## config.mk

```make
export PLATFORM = sky130hd
export DESIGN_NAME = rr_arbiter_4
export DESIGN_NICKNAME = d
export VERILOG_FILES = /design/src/rtl/rr_arbiter_4.sv
export SDC_FILE = /design/constraint.sdc
export NUM_CORES = 1
export LEC_CHECK = 0
export CORE_UTILIZATION = 50
export DETAILED_ROUTE_END_ITERATION = 10
export GPL_ROUTABILITY_DRIVEN = 0
export GPL_TIMING_DRIVEN = 0
export PLACE_DENSITY = 0.78
export SLEW_MARGIN = 10
export SYNTH_ARGS = -nofsm -noshare
export SYNTH_HDL_FRONTEND = slang
export SYNTH_SLANG_ARGS = --single-unit
export TNS_END_PERCENT = 100
```

## constraint.sdc

```tcl
create_clock -name clk -period 3.73 [get_ports clk]
set_input_delay 0.746 -clock clk [delete_from_list [all_inputs] [get_ports clk]]
set_output_delay 0.746 -clock clk [all_outputs]
set_load 0.05 [all_outputs]
```

## src/rtl/rr_arbiter_4.sv

```systemverilog
// rtl/rr_arbiter_4.sv - four-way round-robin arbiter with registered one-hot grant and hold-time preemption
module rr_arbiter_4 #(
  parameter int MAX_HOLD = 16,
  parameter int CNT_W    = 5
) (
  input  logic       clk,
  input  logic       rst_n,
  input  logic       EIN,
  input  logic [3:0] req,
  output logic [3:0] gnt,
  output logic [1:0] gnt_id,
  output logic       EOUT
);

  typedef enum logic {IDLE, BUSY} state_t;

  // MAX_HOLD of 0 means unlimited hold; the counter then just saturates at all-ones.
  localparam logic [CNT_W-1:0] CNT_SAT = (MAX_HOLD == 0) ? {CNT_W{1'b1}} : CNT_W'(MAX_HOLD);

  state_t           state_q, state_d;
  logic [3:0]       gnt_q, gnt_d;
  logic [1:0]       id_q, id_d;
  logic [1:0]       last_q, last_d;
  logic [CNT_W-1:0] cnt_q, cnt_d;

  logic [3:0] cand;
  logic [1:0] idx;
  logic [1:0] win;
  logic       found;
  logic       take;

  // While busy the owner is masked out, so it naturally lands last in rotation.
  always_comb begin
    cand  = (state_q == BUSY) ? (req & ~gnt_q) : req;
    idx   = 2'd0;
    win   = 2'd0;
    found = 1'b0;
    for (int k = 4; k >= 1; k--) begin
      idx = last_q + 2'(k);
      if (cand[idx]) begin
        found = 1'b1;
        win   = idx;
      end
    end
  end

  always_comb begin
    state_d = state_q;
    gnt_d   = gnt_q;
    id_d    = id_q;
    last_d  = last_q;
    cnt_d   = cnt_q;
    take    = 1'b0;
    if (!EIN) begin
      state_d = IDLE;
      gnt_d   = 4'b0000;
      id_d    = 2'd0;
      cnt_d   = '0;
    end else begin
      case (state_q)
        IDLE: take = found;
        BUSY: begin
          if (!req[id_q]) begin
            if (found) begin
              take = 1'b1;
            end else begin
              state_d = IDLE;
              gnt_d   = 4'b0000;
              id_d    = 2'd0;
              cnt_d   = '0;
            end
          end else if (MAX_HOLD != 0 && cnt_q == CNT_SAT && found) begin
            take = 1'b1;
          end else if (cnt_q != CNT_SAT) begin
            cnt_d = cnt_q + 1'b1;
          end
        end
        default: state_d = IDLE;
      endcase
      if (take) begin
        state_d = BUSY;
        gnt_d   = 4'b0001 << win;
        id_d    = win;
        last_d  = win;
        cnt_d   = CNT_W'(1);
      end
    end
  end

  // last_id resets to 3 so requester 0 is first in line.
  always_ff @(posedge clk or negedge rst_n) begin
    if (!rst_n) begin
      state_q <= IDLE;
      gnt_q   <= 4'b0000;
      id_q    <= 2'd0;
      last_q  <= 2'd3;
      cnt_q   <= '0;
    end else begin
      state_q <= state_d;
      gnt_q   <= gnt_d;
      id_q    <= id_d;
      last_q  <= last_d;
      cnt_q   <= cnt_d;
    end
  end

  assign gnt    = gnt_q;
  assign gnt_id = id_q;
  assign EOUT   = ~|gnt_q;

endmodule
```

==> qor.yml, run 1 <==
outcome: "finished, final reports clean"
worst_pin_slew_ns: 0.6226
crit_path_cell_trace: "nor4_1 -> clkdlybuf4s50_1"
ir_worst_vdd_mv: 0.4009
grt_max_degree: 15
synthToLayoutAreaGrowth_pct: 20.95
portBuffers: 13
crit_arrival_ns: 1.86
grt_pass1_wl_um: 3436
power.density_nw_per_um2: 654.2
clockRootBuffer: "clkbuf_4"
crit_family: "buffers and inverters"
rows: 15
dp_hpwl_um: 1519
synth.area.top_cells: "dfrtp_1 32%, dfstp_2 5.6%, mux2i_1 3.2%"
cts_tree: "yes"
num_vias: 774
start_util_pct: 54.05
overflow: 0
fin_crit_ns: 2.604
core_area_um2: 1745
viasPerCell: 5.954
synth_flop_cell: "dfrtp_1"
ys_seq_elements: 14
sequentialPowerShare_pct: 33.6
slew_viol_final: 0
cts.sinks: 14
p_comb_share_pct: 51.2
crit_path_end_kind: "output pin"
cts_resized: 0
ys_seq_area_share_pct: 37.40
p_sw_uw: 339.1
cell_internal_pwr_uw: 407.4
synth-edff-count: 0
syn_area_um2: 943.4
clk_pin_slew_ns: 0.09
numCtsBuffers: 3
finalClockSkew_ns: 0.001659
synth_area_leader_cell: "dfrtp_1"
synth_nets: 97
yosysWarnings: 0
insertion_delay_ns: 0.29
drt_iter0_drc: 9
max_slew_margin_pct: 58.36
antenna_cells: 0
fmax_ghz: 0.3841
die-area_um2: 2064
drive_above_1_share_pct: 20.00
postRouteAntennaNets: 0
drc: 0
hold_buffers: 0
dp_slack_ns: 1.168
critical_path_class: "flop to output pin"
synth_common_cells: "12 x dfrtp_1, 6 x inv_1, 6 x nand2_1, 5 x nand3_1"
antenna_found_initial: 0
tns_ns: 0
rsz0062_at_grt: "no"
wl_per_cell_um: 15.22
clockPowerShare_pct: 15.2
die_w_um: 45.44
htree_levels: 1
synthArstFlopShare_pct: 100.0
setup_ws_ns: 1.126
ys_types: 45
hold_viol_final: 0
grt_pass1_vias: 748
die_h_um: 45.44
cts.path.max_buffers: 2
power.total_uw: 746.6
min_path_type: "flop to flop"
setup_violations: 0
maxCapViolCount: 0
cp_num_buf_inv: 1
crit_fanout: 4
io_pins: 14
swShare_pct: 45.43
synth_top_area_share_pct: 31.83
nets: 115
post_cts_buffers: 0
required_ns: 2.98
netlist_instances: 88
wl_um: 1978
yosysMostFrequentCell: "dfrtp_1"
slowest_delay_ns: 0.85
firstDrtPassIters: 4
power.leakage_nw: 0.4915
grtUsageTotal_pct: 23.81
min_period_over_period_pct: 69.81
avgSynthCellArea_um2: 10.72
critPathLaunchType: "flop"
slowest_stage: "clkdlybuf4s50_1"
-- metrics by stage --
| stage | util, % | hold slack, ns | cells | area, um^2 |
|---|---|---|---|---|
| 2_1_floorplan | - | 0.4500 | 88 | 943.4 |
| 3_3_place_gp | 63.30 | 0.4637 | 126 | 1105 |
| 3_5_place_dp | 63.30 | 0.4750 | 126 | 1105 |
| 4_1_cts | 65.38 | 0.4963 | 130 | 1141 |
| 5_1_grt | 65.38 | 0.5110 | 130 | 1141 |
| 6_report | 65.38 | 0.4947 | 130 | 1141 |
-- layer usage --
metal	wire (um)	global-route usage [%]	vias to the layer above
li1	-	-	367
met1	852	29.37	389
met2	1013	40.00	14
met3	76	3.571	4
met4	36	12.12	0
met5	0	0	-
-- final timing paths --
kind,slack [ns],depth (start not counted),startpoint,endpoint
max,1.13,2,gnt[0],EOUT
min,0.49,2,last_q[0],last_q[0]
max reg2reg,2.06,5,state_q,cnt_q[0]
min reg2reg,0.49,2,last_q[0],last_q[0]
max in group asynchronous,2.49,1,rst_n,gnt[3]
min in group asynchronous,0.84,1,rst_n,state_q
-- layout by cell type, fill, tap and decap left out, types with 2 or more instances in the layout --
master            n
o21ai_1           2
a31oi_1           3
nor2_1            3
a21o_1            2
nand2_1           6
inv_1             6
xor2_1            2
a21boi_1          2
nand2b_1          2
nand3_1           5
dfrtp_1          12
clkbuf_4          3
o2bb2ai_1         3
and2_1            3
clkdlybuf4s50_1  13
a22o_1            2
dfstp_2           2
mux2i_1           3
ha_1              2
-- worst register-to-register path, delay by kind of cell (launching register included) --
kind                   cells  cell delay (ns)
buffers and inverters      1             0.19
and+or+nand+nor            1             0.11
AOI/OAI and AO/OA          2             0.51
DFF                        1             0.39
muxes                      1             0.36
-- state kept, by name, summed over array words and instances, names as in the netlist --
signal   count
cnt_q        5
gnt          4
gnt_id       2
last_q       2
state_q      1
-- kinds of logic after synthesis --
group | synth area share [%]
compound gates | 25.33
flops | 37.40
simple gates | 21.88
fa+ha+maj | 2.652
mux | 6.764
xor+xnor | 2.786
buf+inv | 3.183
-- area by class of cell --
| type | count | area, um^2 |
|---|---|---|
| multi-input combinational | 67 | 560.5 |
| buffer | 1 | 7.507 |
| fill | 149 | 604.3 |
| inverter | 6 | 22.52 |
| tap | 25 | 31.28 |
| clock buffer | 4 | 36.28 |
| sequential | 14 | 352.8 |
| timing repair buffer | 13 | 130.1 |
-- power by group through the flow --
stage | combinational (mW) | sequential, mW | clock, mW
after CTS | 0.384 | 0.251 | 0.116
after floorplan | 0.207 | 0.314 | 0
after detailed placement | 0.382 | 0.254 | 0
final | 0.382 | 0.251 | 0.113
after global placement | 0.376 | 0.250 | 0
after global routing | 0.408 | 0.260 | 0.122
Power figures use the tool's default switching activity.
==> run 2: changes to the inputs <==
--- a/config.mk
+++ b/config.mk
@@ -5,11 +5,11 @@
 export SDC_FILE = /design/constraint.sdc
 export NUM_CORES = 1
 export LEC_CHECK = 0
-export CORE_UTILIZATION = 50
+export CORE_UTILIZATION = 47
 export DETAILED_ROUTE_END_ITERATION = 10
 export GPL_ROUTABILITY_DRIVEN = 0
 export GPL_TIMING_DRIVEN = 0
-export PLACE_DENSITY = 0.78
+export PLACE_DENSITY = 0.77
 export SLEW_MARGIN = 10
 export SYNTH_ARGS = -nofsm -noshare
 export SYNTH_HDL_FRONTEND = slang
==> constraint.sdc (replaced) <==
create_clock -name clk -period 2.2 [get_ports clk]
set_input_delay 0.44 -clock clk [delete_from_list [all_inputs] [get_ports clk]]
set_output_delay 0.44 -clock clk [all_outputs]
set_load 0.05 [all_outputs]
==> run 2 against run 1 <==
Compared with the run above: sequential power rose by 69%; core utilization fell by 1.8 points; total power rose by 68%; worst hold slack got worse by 0.023 ns; clock-buffer cell count did not move; wire length fell by 6.0%; flip-flop and latch count did not move; sequential share of layout area fell by 0.14 points; combinational power rose by 69%; final cell count did not move; critical endpoint is now gnt[3].
==> qor.yml, run 2 (same netlist as run 1, synthesis figures left out) <==
grt_pass1_wl_um: 3174  # was 3436 um
clockPowerShare_pct: 14.8  # was 15.2%
cts.sinks: 14  # unchanged
numCtsBuffers: 3  # unchanged
crit_path_cell_trace: "clkdlybuf4s50_1"  # was nor4_1 -> clkdlybuf4s50_1
wl_um: 1860  # was 1978 um
place_inst: 126  # unchanged
num_vias: 715  # was 774
crit_fanout: 6  # was 4
crit_arrival_ns: 1.64  # was 1.86 ns
postRouteAntennaNets: 0  # unchanged
die-area_um2: 2190  # was 2064 um^2
regToRegSetupSlack_ns: 0.49  # was 2.06 ns
core_area_um2: 1802  # was 1745 um^2
stdcell_count: 130  # unchanged
maxCapViolCount: 0  # unchanged
outcome: "finished, final reports clean"  # unchanged
p_sw_uw: 566.1  # was 339.1 uW
largest_register_ffs: 5  # unchanged
drive_above_1_share_pct: 20.95  # was 20.00%
slowest_delay_ns: 0.86  # was 0.85 ns
layout_common_cells: "12 x dfrtp_1, 12 x clkdlybuf4s50_1, 6 x inv_1, 6 x nand2_1, 5 x nand3_1"  # was 13 x clkdlybuf4s50_1, 12 x dfrtp_1, 6 x inv_1, 6 x nand2_1, 5 x nand3_1
io_pins: 14  # unchanged
worst_r2r_endpoint: "gnt[1]"  # was cnt_q[0]
antenna_cells: 0  # unchanged
htree_levels: 1  # unchanged
min_period_over_period_pct: 94.63
hold_end: "last_q[0]"  # unchanged
overflow: 0  # unchanged
cts_tree: "yes"  # unchanged
antenna_found_initial: 0  # unchanged
nets: 115  # unchanged
drc: 0  # unchanged
drt_iter0_drc: 20  # was 9
max_slew_margin_pct: 58.09  # was 58.36%
synthToLayoutAreaGrowth_pct: 21.49  # was 20.95%
placed_area_um2: 1111  # was 1105 um^2
post_cts_buffers: 0  # unchanged
cell_internal_pwr_uw: 685.2  # was 407.4 uW
cts_resized: 1  # was 0
slowest_stage: "clkdlybuf4s50_1"  # unchanged
cts.path.max_buffers: 2  # unchanged
grt_max_degree: 15  # unchanged
critical_path_class: "flop to output pin"  # unchanged
rows: 15  # unchanged
power.total_mw: 1.251  # was 746.6 uW
critPathLaunchType: "flop"  # unchanged
p_comb_share_pct: 51.5  # was 51.2%
crit_family: "buffers and inverters"  # unchanged
min_path_type: "flop to flop"  # unchanged
sequentialPowerShare_pct: 33.8  # was 33.6%
viasPerCell: 5.500  # was 5.954
grt_pass1_vias: 691  # was 748
rsz0062_at_grt: "no"  # unchanged
setup_violations: 0  # unchanged
crit_path_end_kind: "output pin"  # unchanged
regMostFlops: "cnt_q"  # unchanged
final_util_pct: 63.61  # was 65.38%
die_h_um: 46.80  # was 45.44 um
swShare_pct: 45.24  # was 45.43%
insertion_delay_ns: 0.28  # was 0.29 ns
clockRootBuffer: "clkbuf_4"  # unchanged
fmax_ghz: 0.4804
r2r-start: "state_q"  # unchanged
portBuffers: 13  # unchanged
firstDrtPassIters: 4  # unchanged
required_ns: 1.76  # was 2.98 ns
finalClockSkew_ns: 0.003512  # was 0.001659 ns
r2r_cells: 6  # was 5
slew_viol_final: 0  # unchanged
power.leakage_nw: 0.4933  # was 0.4915 nW
power.density_nw_per_um2: 1092  # was 654.2 nW/um^2
whs_path_depth: 2  # unchanged
worstHoldStart: "last_q[0]"  # unchanged
die_w_um: 46.80  # was 45.44 um
worst_pin_slew_ns: 0.6267  # was 0.6226 ns
cp_num_buf_inv: 1  # unchanged
fin_crit_ns: 2.082
dp_hpwl_um: 1463  # was 1519 um
hold_viol_final: 0  # unchanged
start_util_pct: 52.36  # was 54.05%
clk_pin_slew_ns: 0.09  # about the same
design_area_um2: 1146  # was 1141 um^2
wl_per_cell_um: 14.31  # was 15.22 um
grtUsageTotal_pct: 21.20  # was 23.81%
hold_buffers: 0  # unchanged
ir_worst_vdd_mv: 0.7302  # was 0.4009 mV
==> run 2: cell count changes in the layout (fill, tap and decap cells not counted), sizes merged <==
cell,before,now
clkdlybuf4s50,13,12
dlygate4sd2,0,1
==> run 2: worst max-delay path by stage <==
stage / cells past startpoint / slack [ns] / from / endpoint
6_report: 1 / 0.12 / gnt[3] / gnt[3]
5_1_grt: 1 / 0.09 / gnt[3] / gnt[3]
4_1_cts: 1 / 0.12 / gnt[3] / gnt[3]
3_5_place_dp: 6 / -0.05 / req[2] / cnt_q[0]
3_3_place_gp: 6 / -0.01 / req[1] / gnt[1]
2_1_floorplan: 1 / 0.14 / gnt[0] / EOUT
==> run 2: area by class of cell <==
cell class	instances	area, um^2
well taps	25	31.28
multi-input cells	67	566.8
clock buffers	4	36.28
repair buffers	13	128.9
plain buffers	1	7.507
inverters	6	22.52
flip-flops and latches	14	352.8
fillers	151	655.6
==> run 2: power by group through the flow <==
stage          sequential [mW]  clock [mW]  combinational, mW
5_1_grt                  0.435       0.198              0.691
6_report                 0.423       0.185              0.644
3_5_place_dp             0.427           0              0.656
2_1_floorplan            0.536           0              0.356
4_1_cts                  0.423       0.187              0.648
3_3_place_gp             0.425           0              0.650
==> run 2: stage by stage <==
step | hold WS, ns | TNS, ns | worst slack, ns
floorplan | 0.1444 | 0 | 0.1388
finish | 0.4722 | 0 | 0.1182
detailed placement | 0.4654 | -0.04593 | -0.04593
global route | 0.5064 | 0 | 0.08584
global placement | 0.4623 | -0.01563 | -0.01378
CTS | 0.4771 | 0 | 0.1220
==> run 2: per-layer routing <==
| metal | track usage, % | share of wire, % | vias to the layer above |
|---|---|---|---|
| li1 | - | - | 364 |
| met1 | 31.57 | 53 | 337 |
| met2 | 29.72 | 43 | 12 |
| met3 | 4.615 | 3.1 | 2 |
| met4 | 8.571 | 0.75 | 0 |
| met5 | 0 | 0 | - |
==> run 2: worst reg2reg max path: cells and delay by family, from the launching register on <==
kind | cells | cell delay (ns)
AOI/OAI and AO/OA | 4 | 0.55
DFF | 1 | 0.41
and+or+nand+nor | 1 | 0.43
buffers and inverters | 1 | 0.18
==> run 3: changes to the inputs <==
--- a/config.mk
+++ b/config.mk
@@ -9,6 +9,7 @@
 export DETAILED_ROUTE_END_ITERATION = 10
 export GPL_ROUTABILITY_DRIVEN = 0
 export GPL_TIMING_DRIVEN = 0
+export HOLD_SLACK_MARGIN = 0.1
 export PLACE_DENSITY = 0.77
 export SLEW_MARGIN = 10
 export SYNTH_ARGS = -nofsm -noshare
==> results of run 3 <==
Same layout as run 2: the final DEF is identical, and so are final timing and power.
